`src/rtl/calc_key_ctrl.sv`:
```
// Calculator keypad front end: key FIFO, signed operand/operator assembly, calculator handshake, display word.
// Optional watchdog on the calculator handshake is enabled with CALC_TIMEOUT_EN.
module calc_key_ctrl #(
  parameter int unsigned DATA_W      = 32,
  parameter int unsigned DIGITS      = 6,
  parameter int unsigned KEY_DEPTH   = 8,
  parameter int unsigned TIMEOUT_CYC = 1024
) (
  input  logic                     sw_clk,
  input  logic                     rst,
  input  logic                     key_valid,
  input  logic [3:0]               key_code,
  output logic                     key_full,
  output logic                     key_drop,
  output logic signed [DATA_W-1:0] operand1,
  output logic signed [DATA_W-1:0] operand2,
  output logic [2:0]               operator,
  output logic                     cal_start,
  input  logic                     cal_done,
  input  logic signed [DATA_W-1:0] cal_ans,
  input  logic                     cal_err,
  output logic [31:0]              fnd_serial,
  output logic [2:0]               state_dbg
);

  function automatic int unsigned pow10(input int unsigned n);
    int unsigned r = 1;
    for (int unsigned i = 0; i < n; i++) r = r * 10;
    return r;
  endfunction

  localparam int unsigned PTR_W = $clog2(KEY_DEPTH);
  localparam int unsigned CNT_W = PTR_W + 1;
  localparam logic [DATA_W-1:0] LIM_POS = DATA_W'(pow10(DIGITS - 1));
  localparam logic [DATA_W-1:0] LIM_NEG = DATA_W'(pow10(DIGITS - 2));

  localparam logic [2:0] S_IDLE = 3'd0, S_OPND1 = 3'd1, S_OPER = 3'd2, S_OPND2 = 3'd3,
                         S_CALC = 3'd4, S_RESULT = 3'd5, S_ERROR = 3'd6;
  localparam logic [2:0] OP_EQU = 3'd0, OP_TIMES = 3'd1, OP_DIV = 3'd2, OP_PLUS = 3'd3,
                         OP_MINUS = 3'd4, OP_MOD = 3'd5;
  localparam logic [3:0] K_DIV = 4'hA, K_MUL = 4'hB, K_SGN = 4'hC, K_AC = 4'hD,
                         K_ANS = 4'hE, K_EQ = 4'hF;

  if (KEY_DEPTH < 2 || (KEY_DEPTH & (KEY_DEPTH - 1)) != 0 || DIGITS < 2 || TIMEOUT_CYC < 1)
  begin : g_param_err
    $error("calc_key_ctrl: unsupported parameter set");
  end

  // Operator keys: A toggles DIV/MOD, C toggles PLUS/MINUS, B selects TIMES
  function automatic logic [2:0] op_apply(input logic [2:0] cur, input logic [3:0] k);
    logic [2:0] r;
    r = cur;
    case (k)
      K_DIV:   r = (cur == OP_DIV) ? OP_MOD : OP_DIV;
      K_SGN:   r = (cur == OP_PLUS) ? OP_MINUS : OP_PLUS;
      K_MUL:   r = OP_TIMES;
      default: r = cur;
    endcase
    return r;
  endfunction

  function automatic logic [31:0] fnd_word(input logic signed [DATA_W-1:0] x);
    return 32'(x);
  endfunction

  logic [3:0]        key_mem [KEY_DEPTH];
  logic [PTR_W-1:0]  wr_ptr, rd_ptr;
  logic [CNT_W-1:0]  key_cnt, key_cnt_nxt;
  logic              push_c, pop_c, have_c, digit_c;
  logic [3:0]        head_c;

  logic [2:0]               state, state_nxt, oper_nxt;
  logic signed [DATA_W-1:0] op1_nxt, op2_nxt, last_ans, last_ans_nxt, x_dig_c, x_ans_c;
  logic [DATA_W-1:0]        mag, mag_nxt, mag_dig_c, lim_c;
  logic                     sign, sign_nxt, entered, entered_nxt, cal_start_nxt, wd_expired_c;
  logic [3:0]               pend_key, pend_nxt;
  logic [31:0]              fnd_nxt;

  assign have_c      = (key_cnt != '0);
  assign head_c      = key_mem[rd_ptr];
  assign digit_c     = (head_c <= 4'd9);
  assign push_c      = key_valid & ~key_full;
  assign key_cnt_nxt = key_cnt + CNT_W'(push_c) - CNT_W'(pop_c);
  assign state_dbg   = state;

  always_ff @(posedge sw_clk) begin
    if (push_c) key_mem[wr_ptr] <= key_code;
  end

  always_ff @(posedge sw_clk or negedge rst) begin
    if (!rst) begin
      wr_ptr   <= '0;
      rd_ptr   <= '0;
      key_cnt  <= '0;
      key_full <= 1'b0;
      key_drop <= 1'b0;
    end else begin
      if (push_c) wr_ptr <= wr_ptr + PTR_W'(1);
      if (pop_c)  rd_ptr <= rd_ptr + PTR_W'(1);
      key_cnt  <= key_cnt_nxt;
      key_full <= (key_cnt_nxt == CNT_W'(KEY_DEPTH));
      key_drop <= key_valid & key_full;
    end
  end

`ifdef CALC_TIMEOUT_EN
  localparam int unsigned WD_W = $clog2(TIMEOUT_CYC + 1);
  logic [WD_W-1:0] wd_cnt;

  assign wd_expired_c = (wd_cnt == WD_W'(TIMEOUT_CYC - 1));

  always_ff @(posedge sw_clk or negedge rst) begin
    if (!rst)                wd_cnt <= '0;
    else if (state != S_CALC) wd_cnt <= '0;
    else if (!wd_expired_c)   wd_cnt <= wd_cnt + WD_W'(1);
  end
`else
  assign wd_expired_c = 1'b0;
`endif

  // Negative operands get one digit less so the sign fits the display
  assign lim_c     = sign ? LIM_NEG : LIM_POS;
  assign mag_dig_c = (mag < lim_c) ? (mag * DATA_W'(10)) + DATA_W'(head_c) : mag;
  assign x_dig_c   = sign ? -mag_dig_c : mag_dig_c;
  assign x_ans_c   = sign ? -last_ans : last_ans;

  always_ff @(posedge sw_clk or negedge rst) begin
    if (!rst) begin
      state      <= S_IDLE;
      operand1   <= '0;
      operand2   <= '0;
      operator   <= OP_EQU;
      sign       <= 1'b0;
      entered    <= 1'b0;
      mag        <= '0;
      last_ans   <= '0;
      pend_key   <= '0;
      fnd_serial <= 32'h00CC_0000;
      cal_start  <= 1'b0;
    end else begin
      state      <= state_nxt;
      operand1   <= op1_nxt;
      operand2   <= op2_nxt;
      operator   <= oper_nxt;
      sign       <= sign_nxt;
      entered    <= entered_nxt;
      mag        <= mag_nxt;
      last_ans   <= last_ans_nxt;
      pend_key   <= pend_nxt;
      fnd_serial <= fnd_nxt;
      cal_start  <= cal_start_nxt;
    end
  end

  always_comb begin
    state_nxt     = state;
    op1_nxt       = operand1;
    op2_nxt       = operand2;
    oper_nxt      = operator;
    sign_nxt      = sign;
    entered_nxt   = entered;
    mag_nxt       = mag;
    last_ans_nxt  = last_ans;
    pend_nxt      = pend_key;
    fnd_nxt       = fnd_serial;
    cal_start_nxt = 1'b0;
    pop_c         = 1'b0;
    // AC at the FIFO head overrides everything, including a same-cycle cal_done
    if (have_c && head_c == K_AC) begin
      pop_c       = 1'b1;
      state_nxt   = S_IDLE;
      op1_nxt     = '0;
      op2_nxt     = '0;
      oper_nxt    = OP_EQU;
      sign_nxt    = 1'b0;
      entered_nxt = 1'b0;
      mag_nxt     = '0;
      pend_nxt    = '0;
      fnd_nxt     = '0;
    end else begin
      case (state)
        S_IDLE: begin
          op1_nxt     = '0;
          op2_nxt     = '0;
          oper_nxt    = OP_EQU;
          sign_nxt    = 1'b0;
          entered_nxt = 1'b0;
          mag_nxt     = '0;
          if (have_c) state_nxt = S_OPND1;
        end
        S_OPND1, S_OPND2: if (have_c) begin
          if (digit_c) begin
            pop_c       = 1'b1;
            mag_nxt     = mag_dig_c;
            entered_nxt = 1'b1;
            if (state == S_OPND1) op1_nxt = x_dig_c;
            else                  op2_nxt = x_dig_c;
            fnd_nxt = fnd_word(x_dig_c);
          end else if (head_c == K_ANS) begin
            pop_c = 1'b1;
            if (!entered) begin
              mag_nxt     = last_ans;
              entered_nxt = 1'b1;
              if (state == S_OPND1) op1_nxt = x_ans_c;
              else                  op2_nxt = x_ans_c;
              fnd_nxt = sign ? 32'hE0B0_0000 : 32'h00B0_0000;
            end
          end else if (!entered) begin
            pop_c = 1'b1;
            if (head_c == K_SGN) begin
              sign_nxt = ~sign;
              fnd_nxt  = sign ? 32'h0000_0000 : 32'hE000_0000;
            end
          end else if (state == S_OPND1) begin
            state_nxt = S_OPER;
          end else begin
            pop_c         = 1'b1;
            pend_nxt      = head_c;
            cal_start_nxt = 1'b1;
            state_nxt     = S_CALC;
          end
        end
        S_OPER: begin
          if (have_c) begin
            if (digit_c) begin
              state_nxt   = S_OPND2;
              sign_nxt    = 1'b0;
              entered_nxt = 1'b0;
              mag_nxt     = '0;
            end else begin
              pop_c    = 1'b1;
              oper_nxt = op_apply(operator, head_c);
            end
          end
          fnd_nxt = {9'b0, oper_nxt, 20'h0};
        end
        S_CALC: begin
          if (cal_done) begin
            if (cal_err) begin
              state_nxt = S_ERROR;
              fnd_nxt   = 32'h00EE_0000;
            end else begin
              last_ans_nxt = cal_ans;
              if (pend_key == K_EQ) begin
                state_nxt = S_RESULT;
                fnd_nxt   = fnd_word(cal_ans);
              end else begin
                // Chaining: the answer becomes operand1 of a fresh expression
                op1_nxt     = cal_ans;
                op2_nxt     = '0;
                oper_nxt    = op_apply(OP_EQU, pend_key);
                sign_nxt    = 1'b0;
                entered_nxt = 1'b0;
                mag_nxt     = '0;
                state_nxt   = S_OPER;
              end
            end
          end else if (wd_expired_c) begin
            state_nxt = S_ERROR;
            fnd_nxt   = 32'h00EE_0000;
          end
        end
        S_RESULT: if (have_c) begin
          if (digit_c || head_c == K_ANS) begin
            op1_nxt     = '0;
            op2_nxt     = '0;
            oper_nxt    = OP_EQU;
            sign_nxt    = 1'b0;
            entered_nxt = 1'b0;
            mag_nxt     = '0;
            state_nxt   = S_OPND1;
          end else if (head_c == K_EQ) begin
            pop_c = 1'b1;
          end else begin
            op1_nxt   = last_ans;
            state_nxt = S_OPER;
          end
        end
        S_ERROR: begin
          fnd_nxt = 32'h00EE_0000;
          if (have_c) pop_c = 1'b1;
        end
        default: state_nxt = S_IDLE;
      endcase
    end
  end

endmodule
```
`config.mk`:
```
export PLATFORM = sky130hd
export DESIGN_NAME = calc_key_ctrl
export DESIGN_NICKNAME = d
export VERILOG_FILES = /design/src/rtl/calc_key_ctrl.sv
export SDC_FILE = /design/constraint.sdc
export NUM_CORES = 1
export LEC_CHECK = 0
export CORE_MARGIN = 3
export CORE_UTILIZATION = 52
export DETAILED_ROUTE_END_ITERATION = 16
export GPL_ROUTABILITY_DRIVEN = 1
export PLACE_DENSITY_LB_ADDON = 0.1
export REMOVE_ABC_BUFFERS = 1
export SLEW_MARGIN = 25
export SYNTH_ARGS = -nofsm -noshare
export SYNTH_HDL_FRONTEND = slang
export SYNTH_SLANG_ARGS = --single-unit
```
`constraint.sdc`:
```
create_clock -name sw_clk -period 5.35 [get_ports sw_clk]
set_clock_uncertainty 0.05 [all_clocks]
set_input_delay 1.07 -clock sw_clk [delete_from_list [all_inputs] [get_ports sw_clk]]
set_output_delay 1.07 -clock sw_clk [all_outputs]
set_load 0.05 [all_outputs]
```
==> impl_metrics.tcl <==
set metrics [dict create \
    final_core_util 0.671 \
    synth-edff-count 32 \
    status "finished clean" \
    path_clk_slew_ns 0.06 \
    grt_pass1_wl_um 79800 \
    cts_tree "built" \
    final_nets 2072 \
    globalRoute.totalOverflow 0 \
    cp.required_ns 5.69 \
    cts_sinks 217 \
    postCtsHoldBufs 0 \
    hold_violations 0 \
    floorplan.initialDensity 0.529 \
    fin_crit_sh 0.979 \
    die-area_sq_um 31400 \
    worstMarginPinSlew_ns 0.902 \
    cp_common_cell "buf_4" \
    syn_inst 1719 \
    multi_input_area_sq_um 9560 \
    crit_buf_inv 3 \
    ys_seq_area_frac 0.367 \
    dp_hpwl_um 37300 \
    layout_commonest_cell "nand2_1" \
    drtPass1Iterations 6 \
    seqCellArea_sq_um 5600 \
    final_cell_mix "nand2_1, dfrtp_1, buf_4" \
    die_w_um 177 \
    place.gp.congestion 0.957 \
    grt_usage 0.319 \
    slowest_stage "or4_4" \
    syn2layout_area_growth_pct 26.8 \
    yosys_most_used_dff "dfrtp_1" \
    synth-async-reset-ratio 0.853 \
    grt_start_max_net_pins 97 \
    portBuffers 145 \
    cts_inserted_buffers 24 \
    routed_via_density 6.38 \
    drv_slew 0 \
    synth_area_sq_um 15200 \
    rsz0062_at_grt "yes" \
    first_global_vias 14600 \
    wl_per_cell_um 21.9 \
    fp-row-count 62 \
    post-route-min-period_ns 5.24 \
    syn_avg_cell_area_sq_um 8.86 \
    hp-class "flop to flop" \
    cp-start-kind "flop" \
    wirelength_um 51600 \
    synth_cell_type_count 94 \
    fmax_mhz 191 \
    cp_data_arrival_time_ns 5.58 \
    vias 15000 \
    critPathMaxFanout 5 \
    setup_violations 0 \
    die-height_um 177 \
    cpPeakStageDelay_ns 0.61 \
    core_region_area_sq_um 28800 \
    drive_gt1_frac 0.177 \
    path_class "flop to flop" \
    relSlewSlack 0.398 \
    drt_iter0_drc 1257 \
    timing.max_cap.violations 0 \
    cp-end-kind "flop" \
    ant_nets 0 \
    htreeDepth 1 \
    cts_root_buffer "clkbuf_16" \
    cpLargestDelayFamily "compound AO/OA/AOI/OAI gates" \
    clk_path_buf_depth 3 \
    antenna_found_initial 0 \
    io_pins 146 \
    ys_ff_latch 217 \
    ys_warn_count 0 \
    nFillCells 2335 \
    clk_latency_ns 0.53 \
    num_antenna_cells 0 \
    cp_cell_sequence "ha_1 > ha_2 > fa_2 > a21o_1 > buf_4 > a221o_1 > buf_4 > a21oi_4 > mux2_2 > nand4_1 > or4_4 > nor3_4 > xor2_2 > o211ai_1 > buf_4 > o41ai_4 > xnor2_2 > o21a_1 > a221o_1" \
    drcViolationCount 0 \
]
==> registers in the layout (all words and copies together) (netlist names) <==
signal,count
key_mem,32
last_ans,32
operand1,32
pend_key,4
wr_ptr,3
mag,32
fnd_serial,32
operator,3
rd_ptr,3
cal_start,1
state_dbg,3
operand2,32
key_cnt,4
entered,1
sign,1
key_drop,1
key_full,1
==> path summary, 6_finish.rpt <==
| path | start | to | cells after the start | slack [ns] |
|---|---|---|---|---|
| hold reg to reg | operand1[16] | operand1[16] | 1 | 0.43 |
| min in group asynchronous | rst | mag[29] | 1 | 0.55 |
| max in group asynchronous | rst | last_ans[27] | 2 | 3.43 |
| hold / removal | operand1[16] | operand1[16] | 1 | 0.43 |
| setup / recovery | mag[1] | operand1[28] | 19 | 0.11 |
| setup reg to reg | mag[1] | operand1[28] | 19 | 0.11 |
==> through the flow <==
stage | TNS, ns | cells | cell area (sq um) | worst slack (ns) | hold slack (ns)
floorplan | -230.66 | 1615 | 14800 | -2.35 | 0.423
global placement | -0.119 | 2298 | 18000 | -0.0643 | 0.411
detailed placement | -0.475 | 2298 | 18000 | -0.120 | 0.415
CTS | -0.00804 | 2342 | 18900 | -0.00804 | 0.429
global route | -0.225 | 2357 | 19300 | -0.0984 | 0.444
finish | 0 | 2357 | 19300 | 0.115 | 0.427
==> Yosys cell counts, types with 7 or more instances <==
cell type	instances	area, sq um
nand2b_1	16	100
ha_1	73	913
nand2_1	231	867
o21a_1	8	60.1
nor2_1	116	435
a211oi_1	9	67.6
buf_2	7	35.0
mux4_2	8	180
a22oi_1	38	285
o31ai_1	38	285
mux2_2	37	417
a21oi_1	127	636
dfrtp_1	181	4530
a31oi_1	16	100
mux2i_1	23	230
o41ai_1	10	87.6
clkbuf_1	88	330
or4_1	8	60.1
a22o_1	20	175
inv_1	24	90.1
and4_1	9	78.8
o21ai_1	8	40.0
o21ai_0	154	771
or3_1	26	163
a21o_1	29	218
nor3_1	31	155
o211ai_1	20	150
xor2_1	50	438
edfxtp_1	32	961
nor4_1	14	87.6
and3_1	14	87.6
nand3_1	27	135
nor2b_1	10	62.6
nand4_1	12	75.1
xnor2_1	51	447
and2_1	17	106
==> repair_timing <==
action	in CTS	in global routing
buffers inserted	0	14
endpoints found under the setup margin	19	35
resized for setup	9	65
gates cloned	0	1
pin swaps	1	23
==> worst register-to-register path, delay by kind of cell, from the launching register on <==
kind	cells	cell delay, ns
compound gates	7	1.61
fa+ha+maj	3	0.86
mux	1	0.20
flops	1	0.39
xor+xnor	2	0.37
simple gates	3	1.13
buf+inv	3	0.51
==> area by class of cell <==
cell class,instances,share of cell area
Multi-Input combinational cell,1373,0.495
Timing Repair Buffer,313,0.141
Sequential cell,217,0.290
Clock inverter,14,0.00966
Tap cell,384,0.0249
Inverter,26,0.00512
Clock buffer,30,0.0338
==> cell families after synthesis <==
kind of cell | Yosys count | synth area share
AO/OA/AOI/OAI | 565 | 0.246
AND/OR/NAND/NOR | 562 | 0.176
flip-flops | 217 | 0.367
buffers and inverters | 130 | 0.0337
XOR/XNOR | 101 | 0.0581
adder cells (fa/ha/maj) | 76 | 0.0639
multiplexers | 68 | 0.0543
==> routing by layer <==
layer | part of all wire | track usage
met5 | 0 | 0
met2 | 0.47 | 0.522
met3 | 0.076 | 0.0433
met1 | 0.41 | 0.425
met4 | 0.046 | 0.136
Power is not shown: default switching activity piles up to over one toggle a cycle in this logic, so the estimate is an artifact.
